--- config.mk ---
export PLATFORM = sky130hd
export DESIGN_NAME = inst_issue_ctrl
export DESIGN_NICKNAME = d
export VERILOG_FILES = /design/src/rtl/issue_pkg.sv /design/src/rtl/inst_class_dec.sv /design/src/rtl/inst_issue_ctrl.sv
export SDC_FILE = /design/constraint.sdc
export NUM_CORES = 1
export LEC_CHECK = 0
export ABC_AREA = 1
export CAP_MARGIN = 25
export CORE_ASPECT_RATIO = 0.75
export CORE_MARGIN = 8
export CORE_UTILIZATION = 47
export CTS_CLUSTER_DIAMETER = 80
export CTS_CLUSTER_SIZE = 16
export DETAILED_ROUTE_END_ITERATION = 8
export GPL_TIMING_DRIVEN = 0
export PLACE_DENSITY = 0.88
export REMOVE_ABC_BUFFERS = 1
export SETUP_SLACK_MARGIN = 0.3
export SYNTH_ARGS = -nofsm -noshare
export SYNTH_HDL_FRONTEND = slang
export SYNTH_SLANG_ARGS = --single-unit
--- constraint.sdc ---
create_clock -name clk -period 2.44 [get_ports clk]
set_clock_uncertainty 0.2 [all_clocks]
set_input_delay 0.244 -clock clk [delete_from_list [all_inputs] [get_ports clk]]
set_output_delay 0.244 -clock clk [all_outputs]
set_load 0.005 [all_outputs]
--- src/rtl/issue_pkg.sv ---
// Shared types and constants for the instruction issue controller.
package issue_pkg;

  localparam logic [25:0] NOP_INST  = 26'h0500000;
  localparam logic [3:0]  OPC_FENCE = 4'hF;

  typedef enum logic {
    RUN        = 1'b0,
    FENCE_WAIT = 1'b1
  } issue_state_t;

  typedef enum logic [1:0] {
    CLS_SCALAR = 2'd0,
    CLS_VECTOR = 2'd1,
    CLS_FENCE  = 2'd2
  } inst_class_t;

  // FENCE opcode takes precedence over the vector bit it shares.
  function automatic inst_class_t classify(logic [3:0] opc);
    if (opc == OPC_FENCE) begin
      return CLS_FENCE;
    end else if (opc[3]) begin
      return CLS_VECTOR;
    end else begin
      return CLS_SCALAR;
    end
  endfunction

endpackage

--- src/rtl/inst_class_dec.sv ---
// Combinational instruction class decoder (scalar / vector / fence).
module inst_class_dec
  import issue_pkg::*;
(
  input  logic [25:0]  inst_i,
  output inst_class_t  cls_o
);

  // Only the opcode field selects the class.
  logic unused_operands;
  assign unused_operands = ^inst_i[21:0];

  // Decode opcode field into an instruction class.
  always_comb begin
    cls_o = classify(inst_i[25:22]);
  end

endmodule

--- src/rtl/inst_issue_ctrl.sv ---
// Issue controller: routes decoded instructions to the scalar or vector
// pipeline, throttles vector issue, handles FENCE, hold, flush and counts stalls.
module inst_issue_ctrl
  import issue_pkg::*;
#(
  parameter int unsigned VEC_CYCLES = 4,
  parameter int unsigned CNT_W      = 16
) (
  input  logic             clk,
  input  logic             rst_n,
  input  logic             flush,
  input  logic             hold,
  input  logic             inst_valid,
  input  logic [25:0]      inst,
  output logic             inst_ready,
  output logic [25:0]      inst_out,
  output logic [25:0]      inst_out_v,
  output logic             issue_s,
  output logic             issue_v,
  output logic             vec_busy,
  output logic [CNT_W-1:0] stall_cnt
);

  localparam int unsigned VcntW = (VEC_CYCLES > 1) ? $clog2(VEC_CYCLES) : 1;

  inst_class_t      cls;
  issue_state_t     state_q, state_d;
  logic [VcntW-1:0] vcnt_q, vcnt_d;
  logic [25:0]      out_s_q, out_s_d, out_v_q, out_v_d;
  logic             iss_s_q, iss_s_d, iss_v_q, iss_v_d;
  logic [CNT_W-1:0] stall_q, stall_d;
  logic             accept;
  logic             vcnt_zero;
  logic             vcnt_last;

  inst_class_dec u_dec (
    .inst_i (inst),
    .cls_o  (cls)
  );

  assign vcnt_zero = (vcnt_q == '0);
  // vcnt reaches zero at the coming edge.
  assign vcnt_last = vcnt_zero || (vcnt_q == VcntW'(1));

  // Ready decode; independent of inst_valid.
  always_comb begin
    inst_ready = 1'b0;
    if (!flush && !hold && (state_q == RUN)) begin
      unique case (cls)
        CLS_SCALAR: inst_ready = 1'b1;
        CLS_VECTOR: inst_ready = vcnt_zero;
        CLS_FENCE:  inst_ready = vcnt_zero;
        default:    inst_ready = 1'b0;
      endcase
    end
  end

  assign accept = inst_valid && inst_ready;

  // Next-state for issue registers, vector occupancy, FSM and stall counter.
  always_comb begin
    out_s_d = out_s_q;
    out_v_d = out_v_q;
    iss_s_d = iss_s_q;
    iss_v_d = iss_v_q;
    vcnt_d  = vcnt_zero ? vcnt_q : vcnt_q - VcntW'(1);
    state_d = state_q;
    stall_d = stall_q;

    if (!hold) begin
      out_s_d = NOP_INST;
      out_v_d = NOP_INST;
      iss_s_d = 1'b0;
      iss_v_d = 1'b0;
      if (accept) begin
        if (cls == CLS_SCALAR) begin
          out_s_d = inst;
          iss_s_d = 1'b1;
        end else if (cls == CLS_VECTOR) begin
          out_v_d = inst;
          iss_v_d = 1'b1;
        end
      end
    end

    // accept already implies vcnt was zero for a vector op.
    if (accept && (cls == CLS_VECTOR)) begin
      vcnt_d = VcntW'(VEC_CYCLES - 1);
    end

    if (state_q == RUN) begin
      if (!flush && inst_valid && (cls == CLS_FENCE) && !vcnt_zero) begin
        state_d = FENCE_WAIT;
      end
    end else begin
      // Leave early so the FENCE is accepted in the cycle vcnt is zero.
      if (flush || vcnt_last) begin
        state_d = RUN;
      end
    end

    if (inst_valid && !inst_ready && !flush && (stall_q != '1)) begin
      stall_d = stall_q + CNT_W'(1);
    end
  end

  // State registers with asynchronous reset.
  always_ff @(posedge clk or negedge rst_n) begin
    if (!rst_n) begin
      out_s_q <= NOP_INST;
      out_v_q <= NOP_INST;
      iss_s_q <= 1'b0;
      iss_v_q <= 1'b0;
      vcnt_q  <= '0;
      state_q <= RUN;
      stall_q <= '0;
    end else begin
      out_s_q <= out_s_d;
      out_v_q <= out_v_d;
      iss_s_q <= iss_s_d;
      iss_v_q <= iss_v_d;
      vcnt_q  <= vcnt_d;
      state_q <= state_d;
      stall_q <= stall_d;
    end
  end

  assign inst_out   = out_s_q;
  assign inst_out_v = out_v_q;
  assign issue_s    = iss_s_q;
  assign issue_v    = iss_v_q;
  assign vec_busy   = !vcnt_zero;
  assign stall_cnt  = stall_q;

endmodule

# Word level (Yosys, flattened, before mapping)

Cells that the tools add are included.

Bits in registers: 73
Output and inout port bits: 72
Word-level logic and storage cells: 54

Add/sub/neg operators: 2
Equal/unequal tests: 6
Muxes and demuxes: 19
Bitwise logic cells: 1
Reductions and logical operators: 19

Operators with widths:

| cell                                                   | number |
|---|---|
| 2-to-1 mux 26 bit                                      | 5 |
| adder 16 x 1 -> 16 bit (second input constant)         | 1 |
| inequality test 16 bit (second input constant)         | 1 |
| logical AND 1 bit                                      | 10 |
| 2-to-1 mux 1 bit                                       | 10 |
| 2-to-1 mux 2 bit                                       | 3 |
| == test 2 x 1 -> 1 bit (second input constant)         | 2 |
| == test 4 bit (second input constant)                  | 1 |
| zero test 1 bit                                        | 4 |
| zero test 2 bit                                        | 2 |
| == test 2 bit (second input constant)                  | 1 |
| logical OR 1 bit                                       | 2 |
| inequality test 2 x 1 -> 1 bit (second input constant) | 1 |
| one-hot mux 1 bit (2 select lines)                     | 1 |
| OR reduction 2 bit                                     | 1 |
| subtractor 2 x 1 -> 2 bit (second input constant)      | 1 |
| NOT 1 bit                                              | 1 |

# Longest topological paths before layout

Word-level depth: 10
Gate-level depth with buffers: 10
Mapped depth without buffers: 9

# By module

A second synthesis with hierarchy kept.

Cells, all modules: 427
Area, all modules: 3,408.3 µm²

By module, submodules not included:

| module          | instances | cells each | area an instance (µm²) | seq. area each (µm²) |
|---|---|---|---|---|
| inst_issue_ctrl | 1         | 422        | 3,387.0                | 1,831.8 |
| inst_class_dec  | 1         | 5          | 21.3                   | 0.0 |

# Worst setup path before layout

No wires, ideal clock.

Path kind: register to register
From: register stall_q[0] (netlist: stall_cnt[0])
To: register stall_q[2] (netlist: stall_cnt[2])
Library setup time: 0.116 ns
Arrival: 1.403 ns
Required time: 2.124 ns
Slack: 0.721 ns
Cell stages (with the launch flop): 11
Buffers on the path: 1
Period minus slack after synthesis: 1.719 ns
Cell sequence: dfrtp_1 > ha_1 > nand3_2 > inv_2 > nand2_2 > clkinv_2 > nand2_2 > nand3_4 > buf_6 > nand2_1 > nand2_1

Word-level cells in the longest chain between the ends: 2

RTL lines:

| element                                                                        | line                   | RTL |
|---|---|---|
| from (decl)                                                                    | inst_issue_ctrl.sv:31  | `logic [CNT_W-1:0] stall_q, stall_d;` |
| from (signal assigned)                                                         | inst_issue_ctrl.sv:124 | `stall_q <= stall_d;` |
| parallel branches: the longest is 2 deep, another holds adder 16 x 1 -> 16 bit | --                     |  |

Parallel ways; which one is timed is not known.
A chain may end at the register's enable or synchronous reset.

# Worst setup path after layout

From: register vcnt_q[1]
To: output vec_busy

Word-level cells in the longest chain between the ends: 2

RTL lines:

| element                | line                   | RTL |
|---|---|---|
| from (decl)            | inst_issue_ctrl.sv:28  | `logic [VcntW-1:0] vcnt_q, vcnt_d;` |
| from (signal assigned) | inst_issue_ctrl.sv:122 | `vcnt_q <= vcnt_d;` |
| zero test 2 bit        | inst_issue_ctrl.sv:41  | `assign vcnt_zero = (vcnt_q == '0);` |
| zero test 1 bit        | inst_issue_ctrl.sv:132 | `assign vec_busy = !vcnt_zero;` |
| to (decl)              | inst_issue_ctrl.sv:20  | `output logic vec_busy,` |

No other way between the ends.

==> summary.txt <==
Global routing
  • Initial antenna violation count: 0
  • Largest net degree at the start of global routing: 73
  • GRT Total Usage: around 17%
  • Vias in the first global route: 2876
  • Total gr overflow: 0
  • First-pass GRT wire length: about 14000 µm

Layout
  • P&R area growth vs syn: 37.7%
  • Commonest non-fill, non-tap cell in the layout: nand2_1
  • # diodes: 0
  • Fillers: 579
  • Most frequent cells in the layout: 141 x nand2_1, 99 x clkdlybuf4s50_1, 68 x dfrtp_1
  • Final nets: ~520
  • Area of the multi-input gates: about 1300 µm²
  • Final cell count without fillers: 594
  • Final core occ: 65.6%
  • Ratio of cells with drive above 1 in the final layout: 16.6%
  • Sequential cell area: 1810 µm²

Timing
  • RSZ-0062 raised after global routing: true
  • Final Slew Violations: 0
  • Worst slew pin tran: 0.896 ns
  • Final Hold Fails: 0
  • Worst setup margin: 0.467 ns
  • # setup viols final: 0
  • Post-route clock period utilization: 80.9%
  • Maximum clock frequency: slightly above 500 MHz
  • Relative slew margins: 40.3%
  • Fin crit period: slightly below 2 ns

Clocking
  • Clock buffer count from CTS: 9
  • Root Driver: clkbuf_8
  • Clock-pin slew on the worst setup and hold paths: ~0.070 ns
  • Clock buffer depth: 2
  • Clk_lat worst skew: 0.34 ns
  • # H-tree levels: 3
  • TritonCTS clock tree: built
  • Clock sink count: a little over 70

Placement
  • Placed Instances: ~570
  • Final Wtd Congestion: 0.831
  • Hpwl dp: 6000 µm
  • IO Port Bufs: just over 100
  • DP Worst Slack: 0.214 ns

Die
  • Width of the die: about 110 µm
  • Top Ports: 103
  • CORE AREA: 7200 µm²
  • Initial core utilization: 47.6%
  • Die Footprint: 10300 µm²
  • Std-Cell Rows: 27
  • Die height: 89.9 µm

Flow run
  • Number of max-cap violations: 0

Worst setup path
  • CP Max Fanout: 5
  • Worst Setup End Kind: primary output
  • Startpoint Class: flip-flop
  • Crit path arrival time: between 1.5 and 2 ns
  • Kind of critical path: reg2out
  • CP required: ~2.0 ns

Power
  • Total power: 2970 µW
  • Max VDD drop: ~0.44 mV
  • Power density cells: 629 nW/µm²
  • Static leakage: about 0.0022 µW

Logic synthesis
  • Gate count of the mapped netlist: between 300 and 400
  • Seq/Total Area, Yosys: around 53%
  • Synth warnings: 0
  • Yosys cell types: 30
  • Mapped cell area: 3430 µm²
  • Yosys reg bits: 72
  • Average cell area after synthesis: 8.92 µm²

Routing
  • Vias: 2854
  • Vias per cell: roughly 4.8
  • Routed wire length: 8380 µm
  • Drt drc: 0
  • Iter 0 DRT Violations: 123
  • DRT Pass-1 Iters: 7
  • Post-DRT Antenna Nets: 0
  • Routed len/inst: 14.1 µm

Min path
  • Worst Hold Class: in2reg

Outcome
  • Status: finished clean
flip-flops by register name (all words and copies together) (netlist names):
register / count
stall_cnt: 16
state_q: 1
issue_s: 1
inst_out: 26
inst_out_v: 26
vcnt_q: 2
path summary, 6_finish.rpt:
| check | from | to | slack (ns) | cells after the start |
|---|---|---|---|---|
| max | vcnt_q[1] | vec_busy | 0.47 | 4 |
| min | inst[5] | inst_out[5] | 0.28 | 3 |
| max reg2reg | vcnt_q[1] | inst_out_v[5] | 0.47 | 9 |
| min reg2reg | inst_out_v[21] | inst_out_v[21] | 0.28 | 2 |
| max in group asynchronous | rst_n | inst_out[15] | 1.08 | 2 |
| min in group asynchronous | rst_n | stall_cnt[5] | 0.35 | 2 |
logic make-up after synthesis:
group	Yosys count	share of synthesized area, %
adders and majority gates	3	1.10
AOI/OAI and AO/OA	52	11.8
buffers and inverters	58	8.03
xor gates and xnor gates	7	1.79
and+or+nand+nor	192	24.6
DFF	72	52.7
layer usage:
| layer | part of all wire [%] | track usage [%] | wire, µm | up-vias |
|---|---|---|---|---|
| met2 | 48 | 26.7 | 4010 | 78 |
| met1 | 44 | 21.2 | 3670 | 1363 |
| met5 | 0 | 0 | 0 | - |
| li1 | - | - | - | 1400 |
| met3 | 6.1 | 5.41 | 509 | 13 |
| met4 | 2.2 | 7.62 | 186 | 0 |
where the power goes:
group / total [µW] / internal (µW) / switching, µW / leakage, µW
combinational: 564 / 291 / 273 / 0.00115
clock: 1040 / 581 / 461 / 0.000103
sequential: 1360 / 1280 / 82.5 / 0.000975
total: 2970 / 2150 / 816 / 0.00222
through the flow:
stage | area, µm² | hold slack (ns) | setup TNS (ns)
floorplan | 3320 | -0.252 | 0
global placement | 4470 | 0.265 | -145.02
detailed placement | 4460 | 0.224 | 0
CTS | 4720 | 0.260 | 0
global route | 4720 | 0.274 | 0
finish | 4720 | 0.282 | 0
critical path, stage by stage, from the launching register on:
cell and delay, ns:
dfrtp_1 0.35, inv_1 0.06, ha_2 0.19, inv_2 0.09, clkdlybuf4s50_1 0.51
cell usage after synthesis:
| cell type | count | area share [%] |
|---|---|---|
| nand2_1 | 141 | 15 |
| dfrtp_1 | 68 | 50 |
| inv_1 | 39 | 4.3 |
| o21ai_2 | 34 | 8.7 |
| nor2_1 | 22 | 2.4 |
| o21ai_0 | 14 | 2.0 |
| nand3_1 | 7 | 1.0 |
| buf_6 | 6 | 2.0 |
| nand4_1 | 5 | 0.91 |
| nor2_2 | 5 | 0.91 |
| xnor2_1 | 5 | 1.3 |
| clkbuf_1 | 4 | 0.44 |
| dfstp_2 | 4 | 3.1 |
| inv_2 | 4 | 0.44 |
| nand2_2 | 4 | 0.73 |
| a31oi_1 | 3 | 0.55 |
| ha_1 | 3 | 1.1 |
| buf_4 | 2 | 0.44 |
| nand2_4 | 2 | 0.66 |
| xor2_1 | 2 | 0.51 |
| a21oi_4 | 1 | 0.47 |
| buf_2 | 1 | 0.15 |
| clkinv_2 | 1 | 0.15 |
| inv_4 | 1 | 0.18 |
| nand3_2 | 1 | 0.29 |
| nand3_4 | 1 | 0.51 |
| nand4_4 | 1 | 0.62 |
| nor2_4 | 1 | 0.33 |
| nor2_8 | 1 | 0.58 |
| nor3_1 | 1 | 0.15 |
final cells by class:
type                    count  area share, %
clock buffers              10           2.71
clock inverters             6           1.96
inverters                  45           3.66
multi-input cells         254           28.5
flip-flops and latches     72           38.3
well taps                 101           2.68
repair buffers            106           22.1
repair_timing:
item                                    CTS  global route
endpoints found under the setup margin    1             3
endpoints found under the hold margin    68             0
gates cloned                              0             0
setup buffers                             3             0
hold buffers                              1             0
resized for setup                         2             1
pin swaps                                 1             0
Power figures use the tool's default switching activity.
